<file path="config.mk">
export PLATFORM = sky130hd
export DESIGN_NAME = regfile_port_sequencer
export DESIGN_NICKNAME = d
export VERILOG_FILES = /design/src/rtl/regfile_seq_pkg.sv /design/src/rtl/regfile_port_sequencer.sv
export SDC_FILE = /design/constraint.sdc
export NUM_CORES = 1
export LEC_CHECK = 0
export BUFFER_PORTS_ARGS = -buffer_cell sky130_fd_sc_hd__buf_2
export CORE_MARGIN = 8
export CORE_UTILIZATION = 40
export CTS_CLUSTER_DIAMETER = 100
export DETAILED_ROUTE_END_ITERATION = 6
export GPL_TIMING_DRIVEN = 0
export PLACE_DENSITY_LB_ADDON = 0.3
export SLEW_MARGIN = 10
export SYNTH_ARGS = -nofsm -noshare
export SYNTH_HDL_FRONTEND = slang
export SYNTH_SLANG_ARGS = --single-unit
export TNS_END_PERCENT = 10
</file>
<file path="constraint.sdc">
create_clock -name clk -period 7.25 [get_ports clk]
set_clock_uncertainty 0.1 [all_clocks]
set_input_delay 0.3625 -clock clk [delete_from_list [all_inputs] [get_ports clk]]
set_output_delay 0.3625 -clock clk [all_outputs]
set_load 0.05 [all_outputs]
</file>
<file path="src/rtl/regfile_seq_pkg.sv">
// Shared types and constants for the register-file port sequencer.
package regfile_seq_pkg;

  typedef enum logic [1:0] {
    IDLE  = 2'd0,
    ISSUE = 2'd1,
    RESP  = 2'd2
  } state_e;

  localparam logic OP_READ  = 1'b0;
  localparam logic OP_WRITE = 1'b1;
  localparam int   ADDR_W   = 5;

endpackage

</file>
<file path="src/rtl/regfile_port_sequencer.sv">
// Sequences one read-pair or write command at a time onto an external
// register file: accept -> one access cycle -> response held until taken.
module regfile_port_sequencer
  import regfile_seq_pkg::*;
#(
  parameter int N     = 32,
  parameter int N_REG = 32
) (
  input  logic              clk,
  input  logic              reset,
  input  logic              cmd_valid,
  output logic              cmd_ready,
  input  logic              cmd_op,
  input  logic [ADDR_W-1:0] cmd_ra,
  input  logic [ADDR_W-1:0] cmd_rb,
  input  logic [N-1:0]      cmd_wd,
  output logic              rsp_valid,
  input  logic              rsp_ready,
  output logic              rsp_write,
  output logic [N-1:0]      rsp_d1,
  output logic [N-1:0]      rsp_d2,
  output logic              rf_we,
  output logic [ADDR_W-1:0] rf_a1,
  output logic [ADDR_W-1:0] rf_a2,
  output logic [N-1:0]      rf_wd,
  input  logic [N-1:0]      rf_rd1,
  input  logic [N-1:0]      rf_rd2,
  output logic [15:0]       txn_count
);

  if (N_REG < 1 || N_REG > (1 << ADDR_W)) begin : g_nreg_chk
    $error("N_REG must fit the 5-bit register address");
  end

  state_e            state_q, state_d;
  logic              op_q, op_d;
  logic [ADDR_W-1:0] ra_q, ra_d, rb_q, rb_d;
  logic [N-1:0]      wd_q, wd_d;
  logic [N-1:0]      d1_q, d1_d, d2_q, d2_d;
  logic [15:0]       txn_count_q, txn_count_d;

  always_comb begin
    state_d     = state_q;
    op_d        = op_q;
    ra_d        = ra_q;
    rb_d        = rb_q;
    wd_d        = wd_q;
    d1_d        = d1_q;
    d2_d        = d2_q;
    txn_count_d = txn_count_q;
    unique case (state_q)
      IDLE: begin
        if (cmd_valid) begin
          op_d    = cmd_op;
          ra_d    = cmd_ra;
          rb_d    = cmd_rb;
          wd_d    = cmd_wd;
          state_d = ISSUE;
        end
      end
      ISSUE: begin
        // Write acks carry zero data; reads sample the combinational ports.
        d1_d    = (op_q == OP_WRITE) ? '0 : rf_rd1;
        d2_d    = (op_q == OP_WRITE) ? '0 : rf_rd2;
        state_d = RESP;
      end
      RESP: begin
        if (rsp_ready) begin
          txn_count_d = txn_count_q + 16'd1;
          state_d     = IDLE;
        end
      end
      default: state_d = IDLE;
    endcase
  end

  always_ff @(posedge clk or posedge reset) begin
    if (reset) begin
      state_q     <= IDLE;
      op_q        <= OP_READ;
      ra_q        <= '0;
      rb_q        <= '0;
      wd_q        <= '0;
      d1_q        <= '0;
      d2_q        <= '0;
      txn_count_q <= '0;
    end else begin
      state_q     <= state_d;
      op_q        <= op_d;
      ra_q        <= ra_d;
      rb_q        <= rb_d;
      wd_q        <= wd_d;
      d1_q        <= d1_d;
      d2_q        <= d2_d;
      txn_count_q <= txn_count_d;
    end
  end

  // Latched command fields drive the ports directly, so they hold outside ISSUE.
  assign cmd_ready = (state_q == IDLE);
  assign rsp_valid = (state_q == RESP);
  assign rsp_write = (state_q == RESP) && (op_q == OP_WRITE);
  assign rf_we     = (state_q == ISSUE) && (op_q == OP_WRITE);
  assign rf_a1     = ra_q;
  assign rf_a2     = rb_q;
  assign rf_wd     = wd_q;
  assign rsp_d1    = d1_q;
  assign rsp_d2    = d2_q;
  assign txn_count = txn_count_q;

endmodule

</file>
After elaboration in Yosys (flattened, before gate mapping). Cells that the tools add are included.

Reductions and logical operators: 6. Shifts and indexed selects: 0. $lt $le $gt $ge: 0. Bitwise logic cells: 0. Multipliers: 0. Eq/ne operators: 4. Add/subtract/negate cells: 1. Muxes and demuxes: 5. Div/mod/pow operators: 0.

Operators by type and width (count): $mux W32 (2); $add A16 B1 Y16 const B (1); $pmux W2 S3 (1); $reduce_and A2 Y1 (3); $mux W2 (2); $eq A2 B1 Y1 const B (1); $eq A2 B2 Y1 const B (1); $logic_and A1 B1 Y1 (2); $logic_not A2 Y1 (1); $ne A2 B1 Y1 const B (1); $ne A2 B2 Y1 const B (1).

Bits in writable memories: 0. Logic and storage cells: 24. Latch bits: 0. Memories kept: 0. Input bits: 111. ROM bits: 0. Register bits after elaboration: 125.

Longest topological paths before layout.
Depth in word-level cells: 3. Depth in mapped cells: 6. Depth with buffers taken out: 4.

Worst setup path before layout. No wires, ideal clock.

Path type: register -> register. Start: reg state_q[1]. End: reg rb_q[2], in the netlist rf_a2[2]. Data arrival time: 1.896 ns. Buffers on the path: 2. Library setup time: 0.125 ns. Cell stages (with the launch flop): 6. Data required time: 7.025 ns. Path slack: 5.129 ns. Path through: dfrtp_1 nor2_1 and2_1 buf_6 buf_6 mux2_2.

Longest elaborated chain between the ends: 2.

Ends and longest elaborated chain: start: declaration (RTL line regfile_port_sequencer.sv:35) `state_e state_q, state_d;`; start signal: assignment (RTL line regfile_port_sequencer.sv:88) `state_q <= state_d;`; $logic_not A2 Y1; net cmd_ready (RTL line regfile_port_sequencer.sv:12) `output logic cmd_ready,`; $reduce_and A2 Y1 (no line); end signal: assignment (RTL line regfile_port_sequencer.sv:91) `rb_q <= rb_d;`; end: declaration (RTL line regfile_port_sequencer.sv:37) `logic [ADDR_W-1:0] ra_q, ra_d, rb_q, rb_d;`.

The timed path passes the listed nets, and every way through them passes these cells. A chain may end at the register's enable or synchronous reset.

Worst setup path after layout.
Start: reg op_q. End: out rf_we.

Longest elaborated chain between the ends: 1.

Ends and longest elaborated chain: start: declaration (RTL line regfile_port_sequencer.sv:36) `logic op_q, op_d;`; start signal: assignment (RTL line regfile_port_sequencer.sv:89) `op_q <= op_d;`; $logic_and A1 B1 Y1 (RTL line regfile_port_sequencer.sv:103) `assign rf_we = (state_q == ISSUE) && (op_q == OP_WRITE);`; end: declaration (RTL line regfile_port_sequencer.sv:22) `output logic rf_we,`.

No other way between the ends.

==> run_results.csv <==
group,metric,value,unit
clock_tree,clockBufferDepth,2,
die,row_count,40,
timing,fmax,421,MHz
cells_and_area,num_antenna_cells,0,
clock_tree,clkTransAtPathRegs,0.05,ns
yosys,synth_edf_count,0,
routing,wirelength,13800,um
global_routing,grt_pass1_vias,4192,
worst_setup_path,required,6.79,ns
yosys,async_reset_ff_share,100,%
global_routing,grt_pass1_wl,21700,um
cells_and_area,multi_input_area,1650,sq um
worst_setup_path,crit_fanout,10,
clock_tree,root_buffer,"clkbuf_16",
routing,drtPass1Iterations,4,
run_status,outcome,"finished clean",
die,die_h,127,um
yosys,synthFlopType,"dfrtp_1",
die,die_x,127,um
die,core_area,12100,sq um
worst_setup_path,cp_slowest_stage_delay,0.43,ns
worst_hold_path,hp-class,"primary input to flip-flop",
clock_tree,postCtsSetupBuffers,0,
worst_setup_path,cp_slowest_cell,"buf_1",
timing,min_period,2.38,ns
place,port_buffers,236,
place,postPlaceCellArea,6380,sq um
worst_setup_path,path_cells,"inv_1 > buf_2 > buf_1 > nor2_1 > buf_2",
cells_and_area,nets,811,
yosys,synth_area,4960,sq um
clock_tree,cts_tree,"done",
die,start_util,41.1,%
cells_and_area,fin_util,57.6,%
worst_setup_path,cp-start-kind,"flip-flop",
job,cap_violations,0,
cells_and_area,seq_area,3130,sq um
worst_setup_path,path_common_cell,"buf_2",
cells_and_area,syn_to_final_growth,40.1,%
worst_setup_path,cp_data_arrival_time,1.91,ns
global_routing,grt_overflow,0,
worst_setup_path,end_kind,"output port",
die,die-area,16200,sq um
place,gp_congestion,0.801,
routing,drt_iter0_drc,182,
timing,setup_tns,0,ns
timing,post-route-period-util,32.8,%
timing,setup_viol,0,
worst_setup_path,crit_type,"flip-flop to output port",
yosys,synth.distinct_cells,25,
worst_setup_path,worst-path-buf-inv,4,
timing,slew_viol_final,0,
clock_tree,h-tree-depth,4,
cells_and_area,n_fill_cell,1065,
timing,relSlewSlack,66.8,%
timing,timing.hold.ws,0.0645,ns
routing,drc,0,
timing,hold_viol,0,
routing,wl_per_cell,15.7,um
clock_tree,clk_latency,0.40,ns
timing,worstMarginPinSlew,0.498,ns
yosys,seq_area_frac_synth,63.1,%
worst_setup_path,crit_family,"buffers and inverters",
place,dp_hpwl,10500,um
global_routing,antenna_found_initial,1,
routing,antenna_left,0,
global_routing,grt_max_degree,73,
yosys,synth_seq_cells,125,
yosys,syn_inst,442,
cells_and_area,fin_area,6950,sq um
timing,rsz0062_at_grt,"no",
clock_tree,cts_buffers,17,
die,pin_count,237,
cells_and_area,drive_above_1_share,45.3,%
routing,via_per_inst,4.58,
clock_tree,cts_sinks,125,
yosys,synth_nets,554,
yosys,yosysWarnings,0,
global_routing,grt_util_all_layers,17.0,%
routing,vias,4028,
yosys,syn_area_per_cell,11.2,sq um
## metrics by stage
stage,worst slack [ns],instances
after floorplan,3.46,442
after global placement,2.20,846
after detailed placement,5.30,847
after CTS,4.83,879
after global routing,4.71,879
final,4.87,879
## area by class of cell
type | instances | share of cell area [%]
multi-input cells | 284 | 23.8
clock buffers | 25 | 7.13
well taps | 168 | 3.03
inverters | 6 | 0.396
plain buffers | 27 | 2.23
repair buffers | 238 | 17.5
flip-flops and latches | 125 | 45.0
clock inverters | 6 | 0.865
## layer usage
metal  global-route usage (%)  routed length, um  vias to the layer above
met2                     27.5               6560                      157
met3                     7.07               1200                       12
li1                         -                  -                     1971
met1                     19.9               5940                     1886
met5                        0                 13                        -
met4                     5.88                121                        2
## flip-flops by register name, summed over array words and instances, names as in the netlist
| name | count |
|---|---|
| rsp_d2 | 32 |
| rf_a2 | 5 |
| rsp_d1 | 32 |
| state_q | 2 |
| op_q | 1 |
| rf_wd | 32 |
| rf_a1 | 5 |
| txn_count | 16 |
## placed cells by master, fill, tap and decap left out, types with 6 or more instances in the layout
cell / n
buf_2: 243
buf_6: 6
clkbuf_1: 17
clkbuf_16: 17
dfrtp_1: 125
mux2_2: 38
nand2_1: 132
nand3_1: 7
o21ai_0: 66
xnor2_1: 11
## logic make-up after synthesis
logic type | count (synthesis) | synth area share [%]
buf+inv | 33 | 3.58
flops | 125 | 63.1
compound gates | 66 | 6.66
xor+xnor | 15 | 2.65
simple gates | 159 | 14.0
mux | 43 | 9.77
fa+ha+maj | 1 | 0.252
## synthesized netlist by cell type (all sizes together) (2+ instances only)
master | n | area share (%)
and3 | 3 | 0.38
clkbuf | 13 | 0.98
nor4 | 3 | 0.76
nand2 | 132 | 10
nand3 | 7 | 0.71
xor2 | 4 | 0.71
nor2 | 5 | 0.38
inv | 6 | 0.45
buf | 14 | 2.1
or2b | 2 | 0.33
and4 | 3 | 0.58
o21ai | 66 | 6.7
nand4 | 2 | 0.56
xnor2 | 11 | 1.9
mux2 | 43 | 9.8
dfrtp | 125 | 63
## final timing paths
check | start | to | slack (ns) | cells after the start
max in group asynchronous | reset | rsp_d2[15] | 5.90 | 4
min in group asynchronous | reset | rf_wd[13] | 0.45 | 3
hold / removal | rsp_ready | state_q[1] | 0.06 | 2
hold reg to reg | txn_count[15] | txn_count[15] | 0.36 | 1
setup / recovery | op_q | rf_we | 4.87 | 5
setup reg to reg | state_q[1] | rf_wd[20] | 5.60 | 5
## repair_timing
item,4_1_cts,5_1_grt
hold buffers,1,0
setup endpoints to repair,0,0
gates resized for setup,0,0
hold endpoints to repair,53,0
Power is left out: the tool's default activity adds up to more than one toggle a clock period on the data nets, which glitch-free logic cannot reach.
